==> src/rtl/mult_pkg.sv <==
// Shared types and constants for the sequential shift-add multiplier.
// FSM state encoding and default operand width.
package mult_pkg;

  localparam int DEF_WIDTH = 16;

  typedef enum logic [1:0] {
    IDLE = 2'd0,
    BUSY = 2'd1,
    DONE = 2'd2
  } state_t;

endpackage

==> src/rtl/mult_step.sv <==
// One shift-add step of the multiplier, purely combinational.
// Adds the multiplicand into the upper half when the LSB is set, then shifts right.
module mult_step #(
  parameter int WIDTH = 16
) (
  input  logic [2*WIDTH:0] acc,
  input  logic [WIDTH-1:0] addend,
  output logic [2*WIDTH:0] nxt
);

  logic [WIDTH:0] upper;
  logic [WIDTH:0] sum;

  // conditional add keeps the carry in the top bit, then shift right by one
  always_comb begin
    upper = acc[2*WIDTH:WIDTH];
    sum   = acc[0] ? upper + {1'b0, addend} : upper;
    nxt   = {1'b0, sum, acc[WIDTH-1:1]};
  end

endmodule

==> src/rtl/param_seq_multiplier.sv <==
// Sequential WIDTH x WIDTH shift-add multiplier, one step per clock.
// Optional signed operation is enabled by defining MULT_SIGNED_EN.
module param_seq_multiplier
  import mult_pkg::*;
#(
  parameter int WIDTH = DEF_WIDTH,
  parameter int CNT_W = $clog2(WIDTH + 1)
) (
  input  logic               clk,
  input  logic               reset,
  input  logic               start,
  input  logic               signed_mode,
  input  logic [WIDTH-1:0]   multiplicand,
  input  logic [WIDTH-1:0]   multiplier,
  output logic               busy,
  output logic               done,
  output logic [2*WIDTH-1:0] product
);

  state_t             state;
  state_t             state_nxt;
  logic [CNT_W-1:0]   cnt;
  logic [2*WIDTH:0]   acc;
  logic [2*WIDTH:0]   acc_nxt;
  logic [WIDTH-1:0]   mag_a;
  logic [WIDTH-1:0]   mag_a_in;
  logic [WIDTH-1:0]   mag_b_in;
  logic [2*WIDTH-1:0] result;
  logic               accept;
  logic               last;

  assign accept = start && (state == IDLE || state == DONE);
  assign last   = (state == BUSY) && (cnt == CNT_W'(WIDTH - 1));
  assign busy   = (state == BUSY);
  assign done   = (state == DONE);

  mult_step #(
    .WIDTH (WIDTH)
  ) u_step (
    .acc    (acc),
    .addend (mag_a),
    .nxt    (acc_nxt)
  );

`ifdef MULT_SIGNED_EN
  logic neg;
  logic a_neg;
  logic b_neg;

  // operand magnitudes and result sign for two's-complement mode
  always_comb begin
    a_neg    = signed_mode & multiplicand[WIDTH-1];
    b_neg    = signed_mode & multiplier[WIDTH-1];
    mag_a_in = a_neg ? -multiplicand : multiplicand;
    mag_b_in = b_neg ? -multiplier : multiplier;
    result   = neg ? -acc_nxt[2*WIDTH-1:0] : acc_nxt[2*WIDTH-1:0];
  end

  // sign of the pending result, captured with the operands
  always_ff @(posedge clk) begin
    if (reset)
      neg <= 1'b0;
    else if (accept)
      neg <= a_neg ^ b_neg;
  end
`else
  logic signed_mode_unused;

  assign signed_mode_unused = signed_mode;

  // unsigned only: operands pass straight through
  always_comb begin
    mag_a_in = multiplicand;
    mag_b_in = multiplier;
    result   = acc_nxt[2*WIDTH-1:0];
  end
`endif

  // state register
  always_ff @(posedge clk) begin
    if (reset)
      state <= IDLE;
    else
      state <= state_nxt;
  end

  // next-state logic; DONE may chain straight into a new operation
  always_comb begin
    state_nxt = state;
    unique case (state)
      IDLE: if (start) state_nxt = BUSY;
      BUSY: if (last) state_nxt = DONE;
      DONE: state_nxt = start ? BUSY : IDLE;
      default: state_nxt = IDLE;
    endcase
  end

  // operand latch, step counter, accumulator and product register
  always_ff @(posedge clk) begin
    if (reset) begin
      cnt     <= '0;
      acc     <= '0;
      mag_a   <= '0;
      product <= '0;
    end else if (accept) begin
      cnt   <= '0;
      mag_a <= mag_a_in;
      acc   <= {{(WIDTH + 1){1'b0}}, mag_b_in};
    end else if (state == BUSY) begin
      cnt <= cnt + CNT_W'(1);
      acc <= acc_nxt;
      if (last)
        product <= result;
    end
  end

endmodule

==> config.mk <==
export PLATFORM = sky130hd
export DESIGN_NAME = param_seq_multiplier
export DESIGN_NICKNAME = d
export VERILOG_FILES = /design/src/rtl/mult_pkg.sv /design/src/rtl/mult_step.sv /design/src/rtl/param_seq_multiplier.sv
export SDC_FILE = /design/constraint.sdc
export NUM_CORES = 1
export LEC_CHECK = 0
export BUFFER_PORTS_ARGS = -buffer_cell sky130_fd_sc_hd__buf_4
export CAP_MARGIN = 20
export CORE_MARGIN = 5
export CORE_UTILIZATION = 51
export DETAILED_ROUTE_END_ITERATION = 10
export GPL_ROUTABILITY_DRIVEN = 1
export PLACE_DENSITY = 0.82
export SYNTH_ARGS = -nofsm -noshare
export SYNTH_HDL_FRONTEND = slang
export SYNTH_SLANG_ARGS = --single-unit
export TNS_END_PERCENT = 50
==> constraint.sdc <==
create_clock -name clk -period 2.1 [get_ports clk]
set_input_delay 0.21 -clock clk [delete_from_list [all_inputs] [get_ports clk]]
set_output_delay 0.21 -clock clk [all_outputs]
set_load 0.02 [all_outputs]
== Yosys cells after proc, flatten, opt, wreduce, memory -nomap -nowiden ==
Cells that the tools add are included.

* $add $sub $neg: 2
* Eq/ne operators: 5
* Mux-type cells: 7
* Reduce and logical (&&, ||, !) cells: 8
* Bitwise gates (word level): 1

{| class="wikitable"
|+ Operator list
! kind !! count
|-
| $mux 16 || 2
|-
| $add 16x16->17 || 1
|-
| $mux 17 || 1
|-
| $pmux 2 s3 || 1
|-
| $add 5x1->5 const B || 1
|-
| $eq 5x4->1 const B || 1
|-
| $mux 2 || 2
|-
| $reduce_and 3->1 || 1
|-
| $eq 2x1->1 const B || 1
|-
| $eq 2x2->1 const B || 1
|-
| $logic_and 1x1->1 || 2
|-
| $logic_not 2->1 || 1
|-
| $ne 2x1->1 const B || 1
|-
| $ne 2x2->1 const B || 1
|-
| $reduce_and 2->1 || 1
|-
| $reduce_bool 2->1 || 1
|-
| $reduce_or 2->1 || 1
|-
| $logic_or 1x1->1 || 1
|-
| $mux 1 || 1
|-
| $not 1->1 || 1
|}

* Bits of input ports: 36
* Register bits: 87

== Logic depth before layout (Yosys ltp) ==
* Depth in word-level cells: 5
* Gate-level depth with buffers: 8

== Hierarchy ==
A second synthesis with hierarchy kept.

* Cell total of the unflattened synthesis: 566
* Area, all modules: 4445.5 um^2

{| class="wikitable"
|+ Modules (own cells, without submodules)
! module !! cells an instance !! sequential area each (um^2) !! area an instance (um^2) !! instances
|-
| param_seq_multiplier || 392 || 1761.7 || 3176.8 || 1
|-
| mult_step || 174 || 0.0 || 1268.7 || 1
|}

== Worst setup path after synthesis ==
OpenSTA, ideal clock, no wires.

* Path type: register to register
* From: reg acc[16]
* To: reg acc[29]
* Period minus slack after synthesis: 2.001 ns
* Arrival: 1.910 ns
* Cell stages (with the launch flop): 9
* Slack: 0.099 ns
* Cell sequence: dfxtp_1 -> ha_1 -> fa_1 -> a21oi_1 -> o211ai_1 -> nand2_1 -> o221ai_1 -> xnor2_1 -> a311oi_1

* Word-level cells in the longest chain between the ends: 2

{| class="wikitable"
|+ Ends and longest elaborated chain
! element !! RTL line !! text
|-
| start: declaration || param_seq_multiplier.sv:23 || <nowiki>logic [2*WIDTH:0] acc;</nowiki>
|-
| start signal: assignment || param_seq_multiplier.sv:108 || <nowiki>acc <= {{(WIDTH + 1){1'b0}}, mag_b_in};</nowiki>
|-
| start signal: assignment || param_seq_multiplier.sv:111 || <nowiki>acc <= acc_nxt;</nowiki>
|-
| $add 16x16->17 || mult_step.sv:17 || <nowiki>sum = acc[0] ? upper + {1'b0, addend} : upper;</nowiki>
|-
| $mux 17 || mult_step.sv:17 ||
|}

No other way between the ends.
A chain may end at the register's enable or synchronous reset.

== Worst setup path after layout ==
* From: reg mag_a[3]
* To: reg acc[30]

* Word-level cells in the longest chain between the ends: 2

{| class="wikitable"
|+ Ends and longest elaborated chain
! element !! RTL line !! text
|-
| start: declaration || param_seq_multiplier.sv:25 || <nowiki>logic [WIDTH-1:0] mag_a;</nowiki>
|-
| start signal: assignment || param_seq_multiplier.sv:107 || <nowiki>mag_a <= mag_a_in;</nowiki>
|-
| $add 16x16->17 || mult_step.sv:17 ||
|-
| $mux 17 || mult_step.sv:17 ||
|}

No other way between the ends.

==> impl_metrics.json <==
{
  "htree_num_levels": 3,
  "postSynthCellCount": 507,
  "grt_first_pass_wirelength_um": 17500,
  "slew_viol_final": 0,
  "startpoint": "mag_a[3]$_SDFFE_PP0P_",
  "cp.arrival_ps": 2340,
  "grt_usage": 0.217,
  "final.setup.tns_ps": 0,
  "io_pins": 70,
  "p_total_uw": 3540,
  "start_kind": "flip-flop",
  "crit_path_end_kind": "flip-flop",
  "hpwl_um": 7580,
  "clk_path_buf_depth": 2,
  "dp.cells": 670,
  "synth_compound_area_frac": 0.239,
  "port_buffers": 68,
  "num_vias": 3964,
  "cts.sinks": 87,
  "synthMuxAreaShare": 0.0249,
  "fin_ws_ps": 43.0,
  "worstReg2RegStart": "mag_a[3]$_SDFFE_PP0P_",
  "pre_cts_slack_ps": -111,
  "drive_above_1_share": 0.267,
  "fmax_mhz": 486,
  "insertion_delay_ps": 380,
  "drtAntennaViolNets": 0,
  "placementRows": 32,
  "max_slew_margin": 0.751,
  "drt_wl_total_um": 11300,
  "grt_max_degree": 34,
  "min_path_cells": 3,
  "first_pass_iters": 5,
  "drc": 0,
  "reg2reg_depth": 7,
  "setup_violations": 0,
  "outcome": "finished, final reports clean",
  "syn_area_per_cell_um2": 8.13,
  "async_reset_ff_frac": 0,
  "nets": 637,
  "clk_pin_slew_ps": 90,
  "drt_iter0_markers": 206,
  "synth-simple-area-share": 0.180,
  "grt_overflow_total": 0,
  "fp.dieW_um": 99.9,
  "numCtsBuffers": 9,
  "max-vdd-ir-drop_mv": 0.335,
  "synthFlopType": "dfxtp_1",
  "r2r_slack_ps": 40,
  "rsz0062_at_grt": "yes",
  "synth_top_family_by_area": "compound AO/OA/AOI/OAI gates",
  "die_h_um": 99.9,
  "leakagePower_uw": 0.00206,
  "hold_start": "multiplicand[0]",
  "areaGrowthSynthToFinish_pct": 28.7,
  "ys_seq_area_frac": 0.422,
  "synth_xor_area_frac": 0.0297,
  "cts_hold_buf": 0,
  "required_ps": 2390,
  "fin_skew_ps": 10.8,
  "hold_viol": 0,
  "layout_worst_path_cycle_share": 0.980,
  "hp-class": "input port to flip-flop",
  "synth_fa_ha_area_frac": 0.0595,
  "path_max_fanout": 4,
  "synth_top_cell_by_area": "dfxtp_1",
  "synth_edf_count": 0,
  "viasPerCell": 5.75,
  "gp_congestion": 0.944,
  "yosys_warnings": 0,
  "initial_utilization": 0.528,
  "antenna_found_initial": 0,
  "cts_root_buf": "clkbuf_8",
  "min_period_ps": 2060,
  "tightest_slew_ps": 372,
  "cts_tree": "built",
  "diodes": 0,
  "max_cap_violations": 0,
  "syn_area_um2": 4120,
  "power.density_nw_per_um2": 666,
  "synth_top_area_frac": 0.422,
  "syn_nets": 562,
  "grt_pass1_vias": 3827,
  "synth_commonest_cells": "96 x nand2_1, 87 x dfxtp_1, 66 x a21oi_1",
  "synth-seq-cells": 87,
  "yosys-top-cells-area": "dfxtp_1 42%, nand2_1 8.7%, a21oi_1 8.0%",
  "wire_per_inst_um": 16.3,
  "die_area_um2": 9990,
  "finalNonFillerCells": 689,
  "synth_most_common_cell": "nand2_1",
  "fin_util": 0.680,
  "coreArea_um2": 7810,
  "critPathKind": "flip-flop to flip-flop",
  "synthDistinctLibCells": 48
}
critical path: stages (launching register included):
cell      delay [ps]
dfxtp_1          360
ha_4             300
nand2_4           60
o31ai_4          360
a31oi_4          160
o41ai_2          340
xnor2_1          150
a311oi_1         240
power breakdown:
part	internal, µW	switching, µW	leakage (µW)
clock	598	654	0.000105
sequential	1710	51.0	0.000712
combinational	222	298	0.00125
total	2530	1000	0.00206
registers in the layout (all words and copies together) (netlist names):
register,cells
state,2
mag_a,16
acc,32
product,32
cnt,5
final timing paths:
check / endpoint
setup reg to reg: acc[30]$_SDFFE_PP0P_
setup / recovery: acc[30]$_SDFFE_PP0P_
hold / removal: mag_a[0]$_SDFFE_PP0P_
hold reg to reg: product[1]$_SDFFE_PP0P_
cell usage in the layout (no fill, tap or decap), drive strengths merged, types with 7 or more instances in the layout:
master / n
ha: 18
a31oi: 10
clkbuf: 10
a22oi: 16
a211oi: 14
nor2: 43
o21ai: 21
xnor2: 11
buf: 101
a21oi: 66
nand2b: 8
nand3: 8
mux2i: 8
nand2: 97
dfxtp: 87
inv: 10
a311oi: 7
final cells by class:
type                    instances  area [µm²]
clock buffers                  10         138
clock inverters                 6        75.1
fillers                       617        2500
inverters                       9        37.5
multi-input cells             374        2390
flip-flops and latches         87        1750
well taps                     102         128
repair buffers                101         787
metal layers:
metal	track usage	wire length [µm]
met5	0	0
met2	0.381	5610
met3	0.0410	592
met1	0.255	4690
met4	0.0956	360
stage by stage:
stage	instance area [µm²]	hold slack, ps
after floorplan	4120	346
after global placement	4870	442
after detailed placement	4870	452
after CTS	5140	70.7
after global routing	5310	78.0
final	5310	69.5
logic make-up (layout without fill, tap and decap cells):
logic type	after synthesis	after routing
AO/OA/AOI/OAI	155	155
XOR/XNOR	14	14
adder cells (fa/ha/maj)	19	19
buffers and inverters	46	126
flip-flops	87	87
multiplexers	10	10
AND/OR/NAND/NOR	176	176
repair_timing:
item                       CTS  global route
hold endpoints to repair     0             0
pin swaps                    5            21
setup endpoints to repair   16            25
gates resized for setup     10            34
setup buffers                2             2
No activity file was read; power rests on OpenSTA's default activity.
